--- src/rtl/mr_lsu_pkg.sv ---
// Shared encodings, FSM state type and op metadata for the mr_lsu load/store stage.
// The misaligned-access trap is controlled by MR_LSU_MISALIGN_TRAP_EN.
`ifndef XLEN
`define XLEN 32
`endif

package mr_lsu_pkg;

  localparam int XLEN        = `XLEN;
  localparam int REGSEL_BITS = 5;
  localparam int MEM_OP_BITS = 2;
  localparam int MEM_SZ_BITS = 2;

  localparam logic [MEM_OP_BITS-1:0] MEMOP_NONE  = 2'd0;
  localparam logic [MEM_OP_BITS-1:0] MEMOP_LOAD  = 2'd1;
  localparam logic [MEM_OP_BITS-1:0] MEMOP_STORE = 2'd2;

  localparam logic [MEM_SZ_BITS-1:0] MEM_SZ_B = 2'd0;
  localparam logic [MEM_SZ_BITS-1:0] MEM_SZ_H = 2'd1;
  localparam logic [MEM_SZ_BITS-1:0] MEM_SZ_W = 2'd2;

  typedef enum logic [1:0] {
    LSU_IDLE,
    LSU_REQ,
    LSU_RESP
  } e_lsu_state;

  // What a pending load still needs once the bus request has gone out.
  typedef struct packed {
    logic [1:0]             addr_lo;
    logic [REGSEL_BITS-1:0] dest_reg;
    logic [MEM_SZ_BITS-1:0] size;
    logic                   sign_ext;
  } meta_t;

  function automatic logic [MEM_SZ_BITS-1:0] norm_size(input logic [MEM_SZ_BITS-1:0] sz);
    return (sz == MEM_SZ_B || sz == MEM_SZ_H) ? sz : MEM_SZ_W;
  endfunction

  function automatic logic misaligned(input logic [MEM_SZ_BITS-1:0] sz, input logic [1:0] a);
    return ((sz == MEM_SZ_H) && a[0]) || ((sz == MEM_SZ_W) && (a != 2'b00));
  endfunction

endpackage

--- src/rtl/mr_lsu_if.sv ---
// Bundles around mr_lsu: ALU-side op input, data-memory bus, register writeback.
// wb_fault exists only when MR_LSU_MISALIGN_TRAP_EN is defined.
interface mr_lsu_ls_if;
  import mr_lsu_pkg::*;
  logic                   ls_valid;
  logic                   ls_ready;
  logic [XLEN-1:0]        ls_dest;
  logic [REGSEL_BITS-1:0] ls_dest_reg;
  logic [MEM_OP_BITS-1:0] ls_memop;
  logic [MEM_SZ_BITS-1:0] ls_size;
  logic                   ls_signed;
  logic [XLEN-1:0]        ls_payload;

  modport master (output ls_valid, ls_dest, ls_dest_reg, ls_memop, ls_size, ls_signed, ls_payload,
                  input  ls_ready);
  modport slave  (input  ls_valid, ls_dest, ls_dest_reg, ls_memop, ls_size, ls_signed, ls_payload,
                  output ls_ready);
endinterface

interface mr_lsu_dm_if;
  import mr_lsu_pkg::*;
  logic            dm_req_valid;
  logic            dm_req_ready;
  logic [XLEN-1:0] dm_addr;
  logic            dm_we;
  logic [3:0]      dm_be;
  logic [XLEN-1:0] dm_wdata;
  logic            dm_rsp_valid;
  logic [XLEN-1:0] dm_rdata;

  modport master (output dm_req_valid, dm_addr, dm_we, dm_be, dm_wdata,
                  input  dm_req_ready, dm_rsp_valid, dm_rdata);
  modport slave  (input  dm_req_valid, dm_addr, dm_we, dm_be, dm_wdata,
                  output dm_req_ready, dm_rsp_valid, dm_rdata);
endinterface

interface mr_lsu_wb_if;
  import mr_lsu_pkg::*;
  logic                   wb_valid;
  logic [REGSEL_BITS-1:0] wb_reg;
  logic [XLEN-1:0]        wb_data;
`ifdef MR_LSU_MISALIGN_TRAP_EN
  logic                   wb_fault;

  modport master (output wb_valid, wb_reg, wb_data, wb_fault);
  modport slave  (input  wb_valid, wb_reg, wb_data, wb_fault);
`else
  modport master (output wb_valid, wb_reg, wb_data);
  modport slave  (input  wb_valid, wb_reg, wb_data);
`endif
endinterface

--- src/rtl/mr_lsu_align.sv ---
// mr_lsu_align: byte-enable / store-lane replication and load lane extract + extend.
// Latency: combinational. Backpressure: none (pure function of its inputs).
module mr_lsu_align
  import mr_lsu_pkg::*;
(
  input  logic [1:0]             addr_lo_i,
  input  logic [MEM_SZ_BITS-1:0] size_i,
  input  logic                   sign_ext_i,
  input  logic [XLEN-1:0]        st_data_i,
  input  logic [XLEN-1:0]        ld_word_i,
  output logic [3:0]             be_o,
  output logic [XLEN-1:0]        st_word_o,
  output logic [XLEN-1:0]        ld_data_o
);

  logic [7:0]  ld_byte;
  logic [15:0] ld_half;

  always_comb begin
    case (addr_lo_i)
      2'd0:    ld_byte = ld_word_i[7:0];
      2'd1:    ld_byte = ld_word_i[15:8];
      2'd2:    ld_byte = ld_word_i[23:16];
      default: ld_byte = ld_word_i[31:24];
    endcase
    // Halfword lane follows addr[1] only, so a misaligned H lands on the containing half.
    ld_half = addr_lo_i[1] ? ld_word_i[31:16] : ld_word_i[15:0];
  end

  always_comb begin
    be_o      = 4'b1111;
    st_word_o = st_data_i;
    ld_data_o = ld_word_i;
    case (size_i)
      MEM_SZ_B: begin
        be_o      = 4'b0001 << addr_lo_i;
        st_word_o = {4{st_data_i[7:0]}};
        ld_data_o = {{24{sign_ext_i & ld_byte[7]}}, ld_byte};
      end
      MEM_SZ_H: begin
        be_o      = 4'b0011 << {addr_lo_i[1], 1'b0};
        st_word_o = {2{st_data_i[15:0]}};
        ld_data_o = {{16{sign_ext_i & ld_half[15]}}, ld_half};
      end
      default: ;
    endcase
  end

endmodule

--- src/rtl/mr_lsu.sv ---
// mr_lsu: load/store stage between ALU and register file; optional trap via MR_LSU_MISALIGN_TRAP_EN.
// Latency: non-mem 1 cycle; load 3 cycles + request stall + response wait; store retires at handshake.
// Backpressure: ls_ready only in IDLE (single outstanding access); writeback is never stalled.
module mr_lsu
  import mr_lsu_pkg::*;
(
  input  logic        clk,
  input  logic        rst_n,
  mr_lsu_ls_if.slave  ls,
  mr_lsu_dm_if.master dm,
  mr_lsu_wb_if.master wb
);

  e_lsu_state             state_q, state_d;
  meta_t                  meta_q, meta_d;
  logic                   dm_req_valid_q, dm_req_valid_d;
  logic [XLEN-1:0]        dm_addr_q, dm_addr_d;
  logic                   dm_we_q, dm_we_d;
  logic [3:0]             dm_be_q, dm_be_d;
  logic [XLEN-1:0]        dm_wdata_q, dm_wdata_d;
  logic                   wb_valid_q, wb_valid_d;
  logic [REGSEL_BITS-1:0] wb_reg_q, wb_reg_d;
  logic [XLEN-1:0]        wb_data_q, wb_data_d;
`ifdef MR_LSU_MISALIGN_TRAP_EN
  logic                   wb_fault_q, wb_fault_d;
`endif

  logic                   accept;
  logic                   is_mem;
  logic [MEM_SZ_BITS-1:0] in_size;
  logic                   idle;
  logic [1:0]             al_addr_lo;
  logic [MEM_SZ_BITS-1:0] al_size;
  logic                   al_sign;
  logic [3:0]             al_be;
  logic [XLEN-1:0]        al_st_word;
  logic [XLEN-1:0]        al_ld_data;

  assign idle        = (state_q == LSU_IDLE);
  assign ls.ls_ready = idle;
  assign accept      = ls.ls_valid & idle;
  assign is_mem      = (ls.ls_memop == MEMOP_LOAD) || (ls.ls_memop == MEMOP_STORE);
  assign in_size     = norm_size(ls.ls_size);

  // One aligner serves both directions: incoming op while idle, pending load otherwise.
  assign al_addr_lo = idle ? ls.ls_dest[1:0] : meta_q.addr_lo;
  assign al_size    = idle ? in_size         : meta_q.size;
  assign al_sign    = idle ? ls.ls_signed    : meta_q.sign_ext;

  mr_lsu_align u_align (
    .addr_lo_i  (al_addr_lo),
    .size_i     (al_size),
    .sign_ext_i (al_sign),
    .st_data_i  (ls.ls_payload),
    .ld_word_i  (dm.dm_rdata),
    .be_o       (al_be),
    .st_word_o  (al_st_word),
    .ld_data_o  (al_ld_data)
  );

  always_comb begin
    state_d        = state_q;
    meta_d         = meta_q;
    dm_req_valid_d = dm_req_valid_q;
    dm_addr_d      = dm_addr_q;
    dm_we_d        = dm_we_q;
    dm_be_d        = dm_be_q;
    dm_wdata_d     = dm_wdata_q;
    wb_valid_d     = 1'b0;
    wb_reg_d       = wb_reg_q;
    wb_data_d      = wb_data_q;
`ifdef MR_LSU_MISALIGN_TRAP_EN
    wb_fault_d     = 1'b0;
`endif
    case (state_q)
      LSU_IDLE: begin
        if (accept) begin
          if (!is_mem) begin
            wb_valid_d = (ls.ls_dest_reg != '0);
            wb_reg_d   = ls.ls_dest_reg;
            wb_data_d  = ls.ls_dest;
          end
`ifdef MR_LSU_MISALIGN_TRAP_EN
          else if (misaligned(in_size, ls.ls_dest[1:0])) begin
            wb_fault_d = 1'b1;
          end
`endif
          else begin
            state_d         = LSU_REQ;
            dm_req_valid_d  = 1'b1;
            dm_addr_d       = {ls.ls_dest[XLEN-1:2], 2'b00};
            dm_we_d         = (ls.ls_memop == MEMOP_STORE);
            dm_be_d         = al_be;
            dm_wdata_d      = al_st_word;
            meta_d.addr_lo  = ls.ls_dest[1:0];
            meta_d.dest_reg = ls.ls_dest_reg;
            meta_d.size     = in_size;
            meta_d.sign_ext = ls.ls_signed;
          end
        end
      end
      LSU_REQ: begin
        if (dm.dm_req_ready) begin
          dm_req_valid_d = 1'b0;
          state_d        = dm_we_q ? LSU_IDLE : LSU_RESP;
        end
      end
      LSU_RESP: begin
        if (dm.dm_rsp_valid) begin
          wb_valid_d = (meta_q.dest_reg != '0);
          wb_reg_d   = meta_q.dest_reg;
          wb_data_d  = al_ld_data;
          state_d    = LSU_IDLE;
        end
      end
      default: state_d = LSU_IDLE;
    endcase
  end

  always_ff @(posedge clk or negedge rst_n) begin
    if (!rst_n) begin
      state_q        <= LSU_IDLE;
      meta_q         <= '0;
      dm_req_valid_q <= 1'b0;
      dm_addr_q      <= '0;
      dm_we_q        <= 1'b0;
      dm_be_q        <= '0;
      dm_wdata_q     <= '0;
      wb_valid_q     <= 1'b0;
      wb_reg_q       <= '0;
      wb_data_q      <= '0;
`ifdef MR_LSU_MISALIGN_TRAP_EN
      wb_fault_q     <= 1'b0;
`endif
    end else begin
      state_q        <= state_d;
      meta_q         <= meta_d;
      dm_req_valid_q <= dm_req_valid_d;
      dm_addr_q      <= dm_addr_d;
      dm_we_q        <= dm_we_d;
      dm_be_q        <= dm_be_d;
      dm_wdata_q     <= dm_wdata_d;
      wb_valid_q     <= wb_valid_d;
      wb_reg_q       <= wb_reg_d;
      wb_data_q      <= wb_data_d;
`ifdef MR_LSU_MISALIGN_TRAP_EN
      wb_fault_q     <= wb_fault_d;
`endif
    end
  end

  assign dm.dm_req_valid = dm_req_valid_q;
  assign dm.dm_addr      = dm_addr_q;
  assign dm.dm_we        = dm_we_q;
  assign dm.dm_be        = dm_be_q;
  assign dm.dm_wdata     = dm_wdata_q;
  assign wb.wb_valid     = wb_valid_q;
  assign wb.wb_reg       = wb_reg_q;
  assign wb.wb_data      = wb_data_q;
`ifdef MR_LSU_MISALIGN_TRAP_EN
  assign wb.wb_fault     = wb_fault_q;
`endif

endmodule

--- src/flat_wrapper.sv ---
// flat-port wrapper written by rule: the top's interface ports become plain ports
module mr_lsu_flat import mr_lsu_pkg::*;
  (clk, rst_n, ls_ls_valid, ls_ls_dest, ls_ls_dest_reg, ls_ls_memop, ls_ls_size, ls_ls_signed, ls_ls_payload, ls_ls_ready, dm_dm_req_valid, dm_dm_addr, dm_dm_we, dm_dm_be, dm_dm_wdata, dm_dm_req_ready, dm_dm_rsp_valid, dm_dm_rdata, wb_wb_valid, wb_wb_reg, wb_wb_data);
  mr_lsu_ls_if ls_i ();
  mr_lsu_dm_if dm_i ();
  mr_lsu_wb_if wb_i ();
  input  logic clk;
  input  logic rst_n;
  input wire logic [$bits(ls_i.ls_valid)-1:0] ls_ls_valid;
  input wire logic [$bits(ls_i.ls_dest)-1:0] ls_ls_dest;
  input wire logic [$bits(ls_i.ls_dest_reg)-1:0] ls_ls_dest_reg;
  input wire logic [$bits(ls_i.ls_memop)-1:0] ls_ls_memop;
  input wire logic [$bits(ls_i.ls_size)-1:0] ls_ls_size;
  input wire logic [$bits(ls_i.ls_signed)-1:0] ls_ls_signed;
  input wire logic [$bits(ls_i.ls_payload)-1:0] ls_ls_payload;
  output wire logic [$bits(ls_i.ls_ready)-1:0] ls_ls_ready;
  output wire logic [$bits(dm_i.dm_req_valid)-1:0] dm_dm_req_valid;
  output wire logic [$bits(dm_i.dm_addr)-1:0] dm_dm_addr;
  output wire logic [$bits(dm_i.dm_we)-1:0] dm_dm_we;
  output wire logic [$bits(dm_i.dm_be)-1:0] dm_dm_be;
  output wire logic [$bits(dm_i.dm_wdata)-1:0] dm_dm_wdata;
  input wire logic [$bits(dm_i.dm_req_ready)-1:0] dm_dm_req_ready;
  input wire logic [$bits(dm_i.dm_rsp_valid)-1:0] dm_dm_rsp_valid;
  input wire logic [$bits(dm_i.dm_rdata)-1:0] dm_dm_rdata;
  output wire logic [$bits(wb_i.wb_valid)-1:0] wb_wb_valid;
  output wire logic [$bits(wb_i.wb_reg)-1:0] wb_wb_reg;
  output wire logic [$bits(wb_i.wb_data)-1:0] wb_wb_data;
  assign ls_i.ls_valid = ls_ls_valid;
  assign ls_i.ls_dest = ls_ls_dest;
  assign ls_i.ls_dest_reg = ls_ls_dest_reg;
  assign ls_i.ls_memop = ls_ls_memop;
  assign ls_i.ls_size = ls_ls_size;
  assign ls_i.ls_signed = ls_ls_signed;
  assign ls_i.ls_payload = ls_ls_payload;
  assign ls_ls_ready = ls_i.ls_ready;
  assign dm_dm_req_valid = dm_i.dm_req_valid;
  assign dm_dm_addr = dm_i.dm_addr;
  assign dm_dm_we = dm_i.dm_we;
  assign dm_dm_be = dm_i.dm_be;
  assign dm_dm_wdata = dm_i.dm_wdata;
  assign dm_i.dm_req_ready = dm_dm_req_ready;
  assign dm_i.dm_rsp_valid = dm_dm_rsp_valid;
  assign dm_i.dm_rdata = dm_dm_rdata;
  assign wb_wb_valid = wb_i.wb_valid;
  assign wb_wb_reg = wb_i.wb_reg;
  assign wb_wb_data = wb_i.wb_data;
  mr_lsu u_core (.clk(clk), .rst_n(rst_n), .ls(ls_i), .dm(dm_i), .wb(wb_i));
endmodule
--- config.mk ---
export PLATFORM = sky130hd
export DESIGN_NAME = mr_lsu_flat
export DESIGN_NICKNAME = d
export VERILOG_FILES = /design/src/rtl/mr_lsu_pkg.sv /design/src/rtl/mr_lsu_if.sv /design/src/rtl/mr_lsu_align.sv /design/src/rtl/mr_lsu.sv /design/src/flat_wrapper.sv
export SDC_FILE = /design/constraint.sdc
export NUM_CORES = 1
export LEC_CHECK = 0
export CORE_ASPECT_RATIO = 0.9
export CORE_MARGIN = 5
export CORE_UTILIZATION = 48
export DETAILED_ROUTE_END_ITERATION = 7
export GPL_TIMING_DRIVEN = 0
export MAX_ROUTING_LAYER = met4
export PLACE_DENSITY = 0.95
export RECOVER_POWER = 100
export SLEW_MARGIN = 40
export SYNTH_ARGS = -nofsm -noshare
export SYNTH_HDL_FRONTEND = slang
export SYNTH_SLANG_ARGS = --single-unit
--- constraint.sdc ---
create_clock -name clk -period 6.4 [get_ports clk]
set_input_delay 0.96 -clock clk [delete_from_list [all_inputs] [get_ports clk]]
set_output_delay 0.96 -clock clk [all_outputs]
set_load 0.05 [all_outputs]
==> impl_metrics.py <==
metrics = {
    "status": {
        "outcome": "complete, but fails checks",
        "violations": "max-capacitance violations, max-slew violations",
    },
    "finish": {
        "filler_cell_count": 866,
        "nNetsFinal": 1023,
        "final_core_util_pct": 73.4,
        "diodes": 0,
        "mostFrequentLayoutCells": "nand2_1 (243), dfrtp_1 (118), dlygate4sd3_1 (109)",
        "area_growth_pct": 50.9,
        "fin_area_um2": 8760,
        "final_common_cell": "nand2_1",
        "drive_above_1_share_pct": 6.49,
    },
    "setup_path": {
        "path_cells": "clkbuf_1",
        "path_delay_family": "buffers and inverters",
        "required_ns": 6.16,
        "regToRegSetupSlack_ns": 3.71,
        "cp-end-kind": "async pin",
        "crit_slowest_cell": "clkbuf_1",
        "start_kind": "input pin",
        "crit_type": "in -> async",
        "cp_data_arrival_time_ns": 3.33,
        "reg2reg_to": "u_core.wb.wb_data[19]$_DFFE_PN0P_",
        "r2r-start": "u_core.state_q[1]$_DFFE_PN0P_",
        "reg2reg_depth": 6,
        "critPathMaxFanout": 60,
        "worst-path-buf-inv": 1,
        "critPathMaxStageDelay_ns": 2.31,
    },
    "grt": {
        "grt_pass1_wl_um": 33100,
        "grt_pass1_vias": 6253,
        "grt_max_degree": 61,
        "grt.total_usage_pct": 30.3,
        "grt_antenna_before_repair": 0,
        "grt-ovfl-total": 0,
    },
    "clock_network": {
        "cts_tree": "built",
        "h-tree-depth": 4,
        "clkTransAtPathRegs_ns": 0.05,
        "clock_latency_ns": 0.42,
        "clkSinkCount": 118,
        "cts.root.buffer_cell": "clkbuf_16",
        "post_cts_resized": 0,
        "cts_setup_buffers": 0,
        "cts_hold_buf": 0,
        "cts.path.max_buffers": 2,
        "cts_buffers": 17,
    },
    "timing": {
        "period_minus_slack_ns": 3.56,
        "max_freq_mhz": 281,
        "fin_hold_ws_ns": 0.467,
        "worstMarginPinSlew_ns": 3.35,
        "finalHoldViolCount": 0,
        "finClkSkew_ns": 0.00819,
        "slew_headroom_pct": -123,
        "period_share_pct": 55.6,
        "setup_viol": 0,
        "drv_slew": 60,
        "rsz0062_at_grt": "no",
    },
    "yosys": {
        "ys.warnings.count": 0,
        "synth_top_area_share_pct": 50.9,
        "synthTopCellsByArea": "dfrtp_1 (51%), nand2_1 (16%), nor2_1 (4.5%), o21ai_0 (3.9%), a31oi_1 (3.1%)",
        "synth_cells": 673,
        "synth.largest_area_cell": "dfrtp_1",
        "ys_seq_area_share_pct": 50.9,
        "avgSynthCellArea_um2": 8.62,
        "yosysUniqueCellTypes": 53,
        "synth-async-reset-ratio_pct": 100,
        "synth_edf_count": 0,
        "ys_seq_elements": 118,
        "synthFlopType": "dfrtp_1",
        "syn_area_um2": 5800,
    },
    "routing": {
        "drc": 0,
        "drtAntennaViolNets": 0,
        "drt_iter0_drc": 715,
        "wl_per_cell_um": 19.7,
        "vias_per_cell": 5.70,
        "drt_wl_total_um": 21400,
        "dr.pass1.iters": 8,
        "vias": 6180,
    },
    "die": {
        "dieHeight_um": 114,
        "die_w_um": 126,
        "rows": 38,
        "start_util_pct": 48.6,
        "core_area_um2": 11900,
        "boundaryPins": 220,
        "fp.dieArea_um2": 14400,
    },
    "flow_run": {
        "max_cap_violations": 1,
    },
    "placement": {
        "dpl_cell_area_um2": 8210,
        "routabilityCongestion": 0.990,
        "portBuffers": 217,
        "dp_hpwl_um": 15700,
    },
    "min_path": {
        "hp-class": "reg -> reg",
        "hp-start": "u_core.dm.dm_addr[21]$_DFFE_PN0P_",
        "whs_path_depth": 2,
        "min_to": "u_core.dm.dm_addr[21]$_DFFE_PN0P_",
    },
    "power_and_ir_drop": {
        "p_leak_uw": 0.00381,
        "powerDensity_nw_per_um2": 594,
        "ir_drop_v": 0.000408,
    },
}
-- synth_stat cells (2+ instances only) --
| master | count |
|---|---|
| or4_1 | 3 |
| o31ai_1 | 2 |
| mux2i_1 | 3 |
| a221oi_2 | 10 |
| nor2_1 | 70 |
| dfrtp_1 | 118 |
| nand3_1 | 9 |
| a222oi_1 | 8 |
| nand2_1 | 243 |
| and2_1 | 3 |
| buf_4 | 3 |
| o21ai_1 | 3 |
| nand2b_1 | 4 |
| o21ai_0 | 45 |
| inv_1 | 4 |
| nand3b_1 | 3 |
| clkbuf_1 | 34 |
| o211ai_1 | 9 |
| a31oi_1 | 29 |
| a21oi_1 | 13 |
| buf_2 | 5 |
| mux2_2 | 7 |
| a221oi_1 | 7 |
| or2_2 | 2 |
| a22oi_1 | 8 |
-- cell families (layout without fill, tap and decap cells) --
group,after synthesis,count (layout),synth area share (%)
AND/OR/NAND/NOR,345,345,24.1
multiplexers,11,11,2.14
AO/OA/AOI/OAI,149,149,19.1
other,1,2,0.0646
adder cells (fa/ha/maj),1,1,0.216
buffers and inverters,48,298,3.54
flip-flops,118,118,50.9
-- routing by layer --
metal | routed length (µm) | GRT usage (%) | vias to the layer above | part of all wire [%]
met5 | 0 | - | - | 0
met4 | 845 | 11.4 | 0 | 3.9
met3 | 1820 | 7.79 | 75 | 8.5
met2 | 10200 | 47.8 | 365 | 48
met1 | 8560 | 38.0 | 2948 | 40
li1 | - | - | 2792 | -
-- metrics by stage --
stage / std cells / power [µW] / setup slack (ns) / TNS, ns
finish: 1084 / 5200 / 2.84 / 0
global route: 1084 / 5430 / 2.18 / 0
CTS: 1084 / 5350 / 3.14 / 0
detailed placement: 1052 / 4310 / 2.94 / 0
global placement: 1051 / 4260 / -0.181 / -20.30
floorplan: 674 / 3240 / 3.86 / 0
-- area by class of cell --
cell class              instances  area, µm²  share of cell area [%]
plain buffers                  43        184                    2.10
flip-flops and latches        118       2950                    33.7
repair buffers                218       2190                    25.0
inverters                       5       18.8                   0.214
well taps                     160        200                    2.29
clock inverters                13        180                    2.06
multi-input cells             508       2580                    29.5
clock buffers                  19        443                    5.06
-- report_power, final --
group          total [µW]  switching [µW]  internal [µW]
registers            1310             203           1100
clock network        1020             360            660
logic                2870            2040            834
total                5200            2600           2600
-- worst min-delay path: stages, from the launching register on --
cell and delay [ns]:
dfrtp_1 0.33, nand2_1 0.05, nand2_1 0.06
-- worst max-delay path by stage --
| stage | start | to | slack, ns | cells past startpoint |
|---|---|---|---|---|
| floorplan | ls_ls_dest[1] | u_core.wb.wb_data[27]$_DFFE_PN0P_ | 3.86 | 6 |
| global placement | rst_n | u_core.dm.dm_addr[21]$_DFFE_PN0P_ | -0.18 | 1 |
| detailed placement | ls_ls_memop[0] | u_core.wb.wb_data[14]$_DFFE_PN0P_ | 2.94 | 9 |
| CTS | u_core.state_q[0]$_DFFE_PN0P_ | ls_ls_ready | 3.14 | 4 |
| global route | rst_n | u_core.dm.dm_addr[24]$_DFFE_PN0P_ | 2.18 | 1 |
| finish | rst_n | u_core.wb.wb_data[16]$_DFFE_PN0P_ | 2.84 | 1 |
(Power assumes the default switching activity.)
